## config.mk

```make
export PLATFORM = sky130hd
export DESIGN_NAME = ps2_key_decoder
export DESIGN_NICKNAME = d
export VERILOG_FILES = /design/src/rtl/ps2_key_decoder.sv
export SDC_FILE = /design/constraint.sdc
export NUM_CORES = 1
export LEC_CHECK = 0
export CAP_MARGIN = 20
export CORE_UTILIZATION = 25
export DETAILED_ROUTE_END_ITERATION = 7
export GPL_TIMING_DRIVEN = 0
export PLACE_DENSITY = 0.41
export SYNTH_ARGS = -nofsm -noshare
export SYNTH_HDL_FRONTEND = slang
export SYNTH_SLANG_ARGS = --single-unit
```

## constraint.sdc

```tcl
create_clock -name clk -period 4.6 [get_ports clk]
set_clock_uncertainty 0.15 [all_clocks]
set_input_delay 0.46 -clock clk [delete_from_list [all_inputs] [get_ports clk]]
set_output_delay 0.46 -clock clk [all_outputs]
set_load 0.005 [all_outputs]
```

## src/rtl/ps2_key_decoder.sv

```systemverilog
// rtl/ps2_key_decoder.sv - PS/2 set-2 deframer and one-hot tracker for keys A-Z and 0-9 (optional PS2_PARITY_CHECK_EN)
module ps2_key_decoder #(
    parameter int TIMEOUT_CYCLES = 100000
) (
    input  logic        clk,
    input  logic        rst_n,
    input  logic        ps2_clk,
    input  logic        ps2_data,
    output logic [35:0] keys_code,
    output logic        key_strobe,
    output logic        frame_err
);

    localparam int TW = $clog2(TIMEOUT_CYCLES + 1);

`ifdef PS2_PARITY_CHECK_EN
    localparam logic PARITY_EN = 1'b1;
`else
    localparam logic PARITY_EN = 1'b0;
`endif

    typedef enum logic [1:0] {
        ST_IDLE   = 2'd0,
        ST_DATA   = 2'd1,
        ST_PARITY = 2'd2,
        ST_STOP   = 2'd3
    } state_t;

    logic          clk_s1_q, clk_s2_q, clk_prev_q;
    logic          data_s1_q, data_s2_q;
    state_t        state_q, state_d;
    logic [2:0]    bit_cnt_q, bit_cnt_d;
    logic [7:0]    shift_q, shift_d;
    logic          parity_q, parity_d;
    logic [TW-1:0] to_cnt_q, to_cnt_d;
    logic          brk_q, brk_d;
    logic          ext_q, ext_d;
    logic [35:0]   keys_code_q, keys_code_d;
    logic          key_strobe_q, key_strobe_d;
    logic          frame_err_q, frame_err_d;

    logic          fall;
    logic          parity_bad;
    logic [6:0]    key_lu;
    logic [35:0]   key_oh;

    // Set-2 scan code to key index; bit 6 flags a tracked key.
    function automatic logic [6:0] key_lookup(input logic [7:0] code);
        logic [6:0] r;
        r = 7'd0;
        case (code)
            8'h1C: r = {1'b1, 6'd0};
            8'h32: r = {1'b1, 6'd1};
            8'h21: r = {1'b1, 6'd2};
            8'h23: r = {1'b1, 6'd3};
            8'h24: r = {1'b1, 6'd4};
            8'h2B: r = {1'b1, 6'd5};
            8'h34: r = {1'b1, 6'd6};
            8'h33: r = {1'b1, 6'd7};
            8'h43: r = {1'b1, 6'd8};
            8'h3B: r = {1'b1, 6'd9};
            8'h42: r = {1'b1, 6'd10};
            8'h4B: r = {1'b1, 6'd11};
            8'h3A: r = {1'b1, 6'd12};
            8'h31: r = {1'b1, 6'd13};
            8'h44: r = {1'b1, 6'd14};
            8'h4D: r = {1'b1, 6'd15};
            8'h15: r = {1'b1, 6'd16};
            8'h2D: r = {1'b1, 6'd17};
            8'h1B: r = {1'b1, 6'd18};
            8'h2C: r = {1'b1, 6'd19};
            8'h3C: r = {1'b1, 6'd20};
            8'h2A: r = {1'b1, 6'd21};
            8'h1D: r = {1'b1, 6'd22};
            8'h22: r = {1'b1, 6'd23};
            8'h35: r = {1'b1, 6'd24};
            8'h1A: r = {1'b1, 6'd25};
            8'h45: r = {1'b1, 6'd26};
            8'h16: r = {1'b1, 6'd27};
            8'h1E: r = {1'b1, 6'd28};
            8'h26: r = {1'b1, 6'd29};
            8'h25: r = {1'b1, 6'd30};
            8'h2E: r = {1'b1, 6'd31};
            8'h36: r = {1'b1, 6'd32};
            8'h3D: r = {1'b1, 6'd33};
            8'h3E: r = {1'b1, 6'd34};
            8'h46: r = {1'b1, 6'd35};
            default: r = 7'd0;
        endcase
        return r;
    endfunction

    assign fall       = clk_prev_q & ~clk_s2_q;
    assign parity_bad = PARITY_EN & ~(^{shift_q, parity_q});
    assign key_lu     = key_lookup(shift_q);
    assign key_oh     = 36'd1 << key_lu[5:0];

    // Next-state logic: frame FSM, timeout, byte layer and key tracking.
    always_comb begin
        state_d      = state_q;
        bit_cnt_d    = bit_cnt_q;
        shift_d      = shift_q;
        parity_d     = parity_q;
        to_cnt_d     = to_cnt_q;
        brk_d        = brk_q;
        ext_d        = ext_q;
        keys_code_d  = keys_code_q;
        key_strobe_d = 1'b0;
        frame_err_d  = 1'b0;

        if (fall) begin
            to_cnt_d = '0;
        end else if (state_q != ST_IDLE) begin
            to_cnt_d = to_cnt_q + TW'(1);
        end else begin
            to_cnt_d = '0;
        end

        case (state_q)
            ST_IDLE: begin
                if (fall) begin
                    if (!data_s2_q) begin
                        state_d   = ST_DATA;
                        bit_cnt_d = 3'd0;
                    end else begin
                        frame_err_d = 1'b1;
                    end
                end
            end
            ST_DATA: begin
                if (fall) begin
                    shift_d   = {data_s2_q, shift_q[7:1]};
                    bit_cnt_d = bit_cnt_q + 3'd1;
                    if (bit_cnt_q == 3'd7) begin
                        state_d = ST_PARITY;
                    end
                end
            end
            ST_PARITY: begin
                if (fall) begin
                    parity_d = data_s2_q;
                    state_d  = ST_STOP;
                end
            end
            ST_STOP: begin
                if (fall) begin
                    state_d = ST_IDLE;
                    if (!data_s2_q || parity_bad) begin
                        frame_err_d = 1'b1;
                    end else if (shift_q == 8'hF0) begin
                        brk_d = 1'b1;
                    end else if (shift_q == 8'hE0) begin
                        ext_d = 1'b1;
                    end else begin
                        brk_d = 1'b0;
                        ext_d = 1'b0;
                        if (!ext_q && key_lu[6]) begin
                            if (!brk_q) begin
                                keys_code_d  = key_oh;
                                key_strobe_d = (key_oh != keys_code_q);
                            end else if (keys_code_q == key_oh) begin
                                keys_code_d = '0;
                            end
                        end
                    end
                end
            end
            default: state_d = ST_IDLE;
        endcase

        // A stalled partial frame is dropped silently.
        if (!fall && state_q != ST_IDLE && to_cnt_q == TW'(TIMEOUT_CYCLES)) begin
            state_d  = ST_IDLE;
            to_cnt_d = '0;
        end
    end

    // State registers, pin synchronizers idle high.
    always_ff @(posedge clk or negedge rst_n) begin
        if (!rst_n) begin
            clk_s1_q     <= 1'b1;
            clk_s2_q     <= 1'b1;
            clk_prev_q   <= 1'b1;
            data_s1_q    <= 1'b1;
            data_s2_q    <= 1'b1;
            state_q      <= ST_IDLE;
            bit_cnt_q    <= 3'd0;
            shift_q      <= 8'd0;
            parity_q     <= 1'b0;
            to_cnt_q     <= '0;
            brk_q        <= 1'b0;
            ext_q        <= 1'b0;
            keys_code_q  <= '0;
            key_strobe_q <= 1'b0;
            frame_err_q  <= 1'b0;
        end else begin
            clk_s1_q     <= ps2_clk;
            clk_s2_q     <= clk_s1_q;
            clk_prev_q   <= clk_s2_q;
            data_s1_q    <= ps2_data;
            data_s2_q    <= data_s1_q;
            state_q      <= state_d;
            bit_cnt_q    <= bit_cnt_d;
            shift_q      <= shift_d;
            parity_q     <= parity_d;
            to_cnt_q     <= to_cnt_d;
            brk_q        <= brk_d;
            ext_q        <= ext_d;
            keys_code_q  <= keys_code_d;
            key_strobe_q <= key_strobe_d;
            frame_err_q  <= frame_err_d;
        end
    end

    assign keys_code  = keys_code_q;
    assign key_strobe = key_strobe_q;
    assign frame_err  = frame_err_q;

endmodule

```

==> summary.txt <==
Critical path
  • Largest incremental delay on the critical path: 550 ps
  • Arrival time at the worst endpoint: 4550 ps
  • Internal reg-to-reg setup slack: 140 ps
  • Critical Path, Cell by Cell: clkbuf_4, inv_1, ha_2, nor2b_4, o211ai_1, a311oi_4, buf_4, o2111ai_2, or4_1, o311ai_2, nand2_1, nor4b_4, nand4_4, buf_6, a31o_1
  • Largest fanout on the critical path: 10
  • Worst setup SP type: flip-flop
  • Crit Path Category: flip-flop to flip-flop
  • Reg-to-Reg End: keys_code[33]$_DFFE_PN0P_
  • Number of cells traversed by the worst register-to-register path: 15
  • Cell with the biggest individual delay on the critical path: sky130_fd_sc_hd__or4_1
  • Kind of cell adding the most delay to the critical path: simple AND/OR/NAND/NOR gates
  • Critical path data required time: 4690 ps
  • Capturing element type of the critical path: flip-flop
  • Number of buffers and inverters on the critical path: 4
  • Critical R2R Launch: shift_q[1]$_DFFE_PN0P_

Global route
  • Largest net degree at the start of global routing: 47
  • Global-route wire length before repair: 27710 µm
  • M3 GR Usage: 3.079%
  • Grt peak-use layer: met2
  • Number of antenna violations at the first check in global routing: 0
  • Gr usage total: 16.20%
  • Vias in the first global route: 4857
  • Met1 Usage GRT: 23.21%
  • Aggregate global routing overflow: 0
  • GR Layer Usage met2: 24.00%

Routing
  • Total number of vias: 4954
  • Mean routed wirelength per cell: 18.65 µm
  • 1st-pass router iterations: 7
  • Number of vias per cell after detailed routing: 5.333
  • Remaining DRCs: 0
  • Antenna violation net count after detailed routing: 0
  • Total detailed-routing wirelength: 17320 µm
  • Iteration-0 DRC Markers: 433

Place
  • Instance area after placement: 6232 µm²
  • Number of I/O port buffers: 41
  • Sum of net half-perimeters after detailed placement: 12670 µm
  • Final weighted congestion in routability-driven placement: 0.8520
  • Number of placed instances with taps included: 906

Floorplanning
  • Num rows: 53
  • Die outline area: 22410 µm²
  • Horizontal extent of the die: 149.7 µm
  • Die Ht: 149.7 µm
  • Core region area: 21220 µm²
  • Effective utilization at floorplan: 25.70%
  • Top-level I/O count: 42

Synth
  • Number of enable-type register cells in the synthesized netlist: 0
  • Share of the yosys chip area belonging to registers: 34.53%
  • Per-instance average area after synthesis: 9.258 µm²
  • Synthesized-area fraction occupied by and/or/nand/nor cells: 27.58%
  • Yosys warns: 0
  • Multiplexer area fraction after synthesis: 3.121%
  • Adder and majority cell fraction of the synthesized area: 3.671%
  • Post-Syn Area: 5453 µm²
  • Dominant combinational cell family by area after synthesis: simple AND/OR/NAND/NOR gates
  • Post-synthesis cell count: 589
  • Share of the synthesized area in compound gates (AO/OA/AOI/OAI): 22.63%
  • Most used DFF post-synth: sky130_fd_sc_hd__dfrtp_1
  • Net count after synthesis: 609
  • Number of distinct library cell variants in the gate-level netlist after synthesis: 91
  • Async SR Flop Fraction: 100.0%
  • Count of state elements after synthesis: 75
  • XOR/XNOR Fraction of Synth Area: 2.570%

Timing
  • Hold Vio Cnt, Final: 0
  • Post-route minimum period: 4463 ps
  • Crit share post-route: 97.02%
  • Pin slew with the least headroom to its limit: 815.6 ps
  • Highest clock frequency the design can meet: 224.1 MHz
  • Number of failing setup endpoints in the final timing report: 0
  • Final-layout setup total negative slack: 0 ps
  • Worst rel slew slack: 45.13%
  • Number of pins exceeding their max-slew limit in the final report: 0

Power
  • Pleak: 2.549 nW
  • Final Power: 3.042 mW
  • PwrDens: 451.8 nW/µm²
  • Maximum ir drop on the vdd rail: 188.4 µV

Cells and area
  • Post-layout net count: 669
  • Non-filler cells in the finished layout: 929
  • Post-layout instance area: 6734 µm²
  • Count of antenna diodes in the layout: 0
  • Signed area change from the synthesized netlist to the final layout: 23.50%
  • Fraction of final layout cells with drive strength greater than 1: 17.58%
  • Post-Route Utilization: 31.73%

Status
  • Outcome: complete, no violations

Clocking
  • Clock-pin slew reported for the worst setup and hold paths after clock tree synthesis: 60 ps
  • Clk Latency, worst-skew pair: 350 ps
  • Number of buffers created by CTS: 9
  • Number of clock sinks seen by CTS: 75
  • Clock tree from TritonCTS: done
  • Number of levels in the clock H-tree: 3
  • Number of buffers on the longest clock path: 2
  • CTS Root Buffer Type: sky130_fd_sc_hd__clkbuf_16

Min path
  • Worst hold endpoint: clk_s2_q$_DFF_PN1_
  • Hold Path Stages: 0
  • Hold Crit Start: clk_s1_q$_DFF_PN1_
  • HP Class: flip-flop to flip-flop

Run
  • Max Cap Viol: 0
==> how the worst max path moves through the flow <==
stage                           startpoint                        end  slack (ps)  cells past startpoint
floorplan           shift_q[1]$_DFFE_PN0P_  keys_code[30]$_DFFE_PN0P_         670                     15
CTS                 shift_q[1]$_DFFE_PN0P_  keys_code[33]$_DFFE_PN0P_          20                     15
global placement    shift_q[1]$_DFFE_PN0P_  keys_code[33]$_DFFE_PN0P_        -390                     15
detailed placement  shift_q[1]$_DFFE_PN0P_  keys_code[33]$_DFFE_PN0P_        -460                     15
finish              shift_q[1]$_DFFE_PN0P_  keys_code[33]$_DFFE_PN0P_         140                     15
global route        shift_q[1]$_DFFE_PN0P_  keys_code[33]$_DFFE_PN0P_         -40                     15
==> cell usage after synthesis, types with 5 or more instances <==
library cell	number	area share, %
sky130_fd_sc_hd__dfrtp_1	70	32
sky130_fd_sc_hd__nand3_1	21	1.9
sky130_fd_sc_hd__buf_4	7	0.96
sky130_fd_sc_hd__nand4b_1	7	1.1
sky130_fd_sc_hd__buf_6	6	1.2
sky130_fd_sc_hd__dfstp_2	5	2.4
sky130_fd_sc_hd__clkbuf_1	20	1.4
sky130_fd_sc_hd__a21oi_1	10	0.92
sky130_fd_sc_hd__nor2b_1	13	1.5
sky130_fd_sc_hd__a31o_1	30	4.8
sky130_fd_sc_hd__inv_1	18	1.2
sky130_fd_sc_hd__and3_1	8	0.92
sky130_fd_sc_hd__buf_2	7	0.64
sky130_fd_sc_hd__nand2b_1	11	1.3
sky130_fd_sc_hd__nor4b_1	5	0.80
sky130_fd_sc_hd__a31o_2	6	0.96
sky130_fd_sc_hd__xnor2_1	8	1.3
sky130_fd_sc_hd__o21ai_0	20	1.8
sky130_fd_sc_hd__nor4_1	7	0.80
sky130_fd_sc_hd__xor2_1	8	1.3
sky130_fd_sc_hd__a31oi_1	7	0.80
sky130_fd_sc_hd__or3_1	5	0.57
sky130_fd_sc_hd__nand2_1	31	2.1
sky130_fd_sc_hd__nor3b_1	9	1.2
sky130_fd_sc_hd__mux2i_1	8	1.5
sky130_fd_sc_hd__or4_1	9	1.2
sky130_fd_sc_hd__nand4_1	5	0.57
sky130_fd_sc_hd__mux2_2	7	1.4
sky130_fd_sc_hd__nor2_1	61	4.2
sky130_fd_sc_hd__ha_1	16	3.7
sky130_fd_sc_hd__nor3_1	42	3.9
==> flip-flops by register name, summed over array words and instances (netlist names) <==
name and cells:
bit_cnt_q 3, brk_q 1, clk_prev_q 1, clk_s1_q 1, clk_s2_q 1, data_s1_q 1
data_s2_q 1, ext_q 1, frame_err 1, key_strobe 1, keys_code 36, shift_q 8
state_q 2, to_cnt_q 17
==> layout by cell type (no fill, tap or decap), types with 18 or more instances in the layout <==
master                            count
sky130_fd_sc_hd__clkdlybuf4s50_1     40
sky130_fd_sc_hd__nand2_1             30
sky130_fd_sc_hd__nor3_1              41
sky130_fd_sc_hd__nor2_1              60
sky130_fd_sc_hd__o21ai_0             19
sky130_fd_sc_hd__nand3_1             21
sky130_fd_sc_hd__clkbuf_1            18
sky130_fd_sc_hd__a31o_1              30
sky130_fd_sc_hd__dfrtp_1             68
sky130_fd_sc_hd__inv_1               18
==> power by group <==
| group | total, mW | switching (mW) | leakage, nW | internal, mW |
|---|---|---|---|---|
| registers | 0.799 | 0.0696 | 1.01 | 0.729 |
| clock network | 0.776 | 0.288 | 0.156 | 0.488 |
| logic | 1.47 | 0.923 | 1.39 | 0.544 |
==> layer usage <==
layer | vias up | routed length (µm)
li1 | 2353 | -
met5 | - | 0
met1 | 2451 | 8666
met4 | 0 | 269
met2 | 131 | 7513
met3 | 19 | 872
==> metrics by stage <==
step	setup slack [ps]	hold WS, ps
2_1_floorplan	667.3	14.41
3_3_place_gp	-391.1	196.0
3_5_place_dp	-463.8	197.6
4_1_cts	19.19	206.6
5_1_grt	-39.22	218.4
6_report	137.1	205.3
==> kinds of logic after synthesis <==
family          Yosys count
compound gates          141
flops                    75
simple gates            265
fa+ha+maj                16
buf+inv                  60
xor+xnor                 16
mux                      16
==> layout make-up <==
| cell class | count | area (µm²) |
|---|---|---|
| well taps | 275 | 344.1 |
| plain buffers | 41 | 261.5 |
| clock inverters | 5 | 77.57 |
| fillers | 2235 | 14490 |
| repair buffers | 49 | 490.5 |
| multi-input cells | 454 | 3361 |
| inverters | 19 | 71.32 |
| flip-flops and latches | 75 | 1886 |
| clock buffers | 11 | 242.7 |
==> repair_timing <==
action                                  in CTS  in global routing
setup buffers                                3                  3
hold endpoints to repair                    25                  0
gates resized for setup                     11                 20
endpoints found under the setup margin      36                 36
hold buffers                                 1                  0
pin swaps                                    2                  3
cloned                                       0                  0
Power figures use the tool's default switching activity.
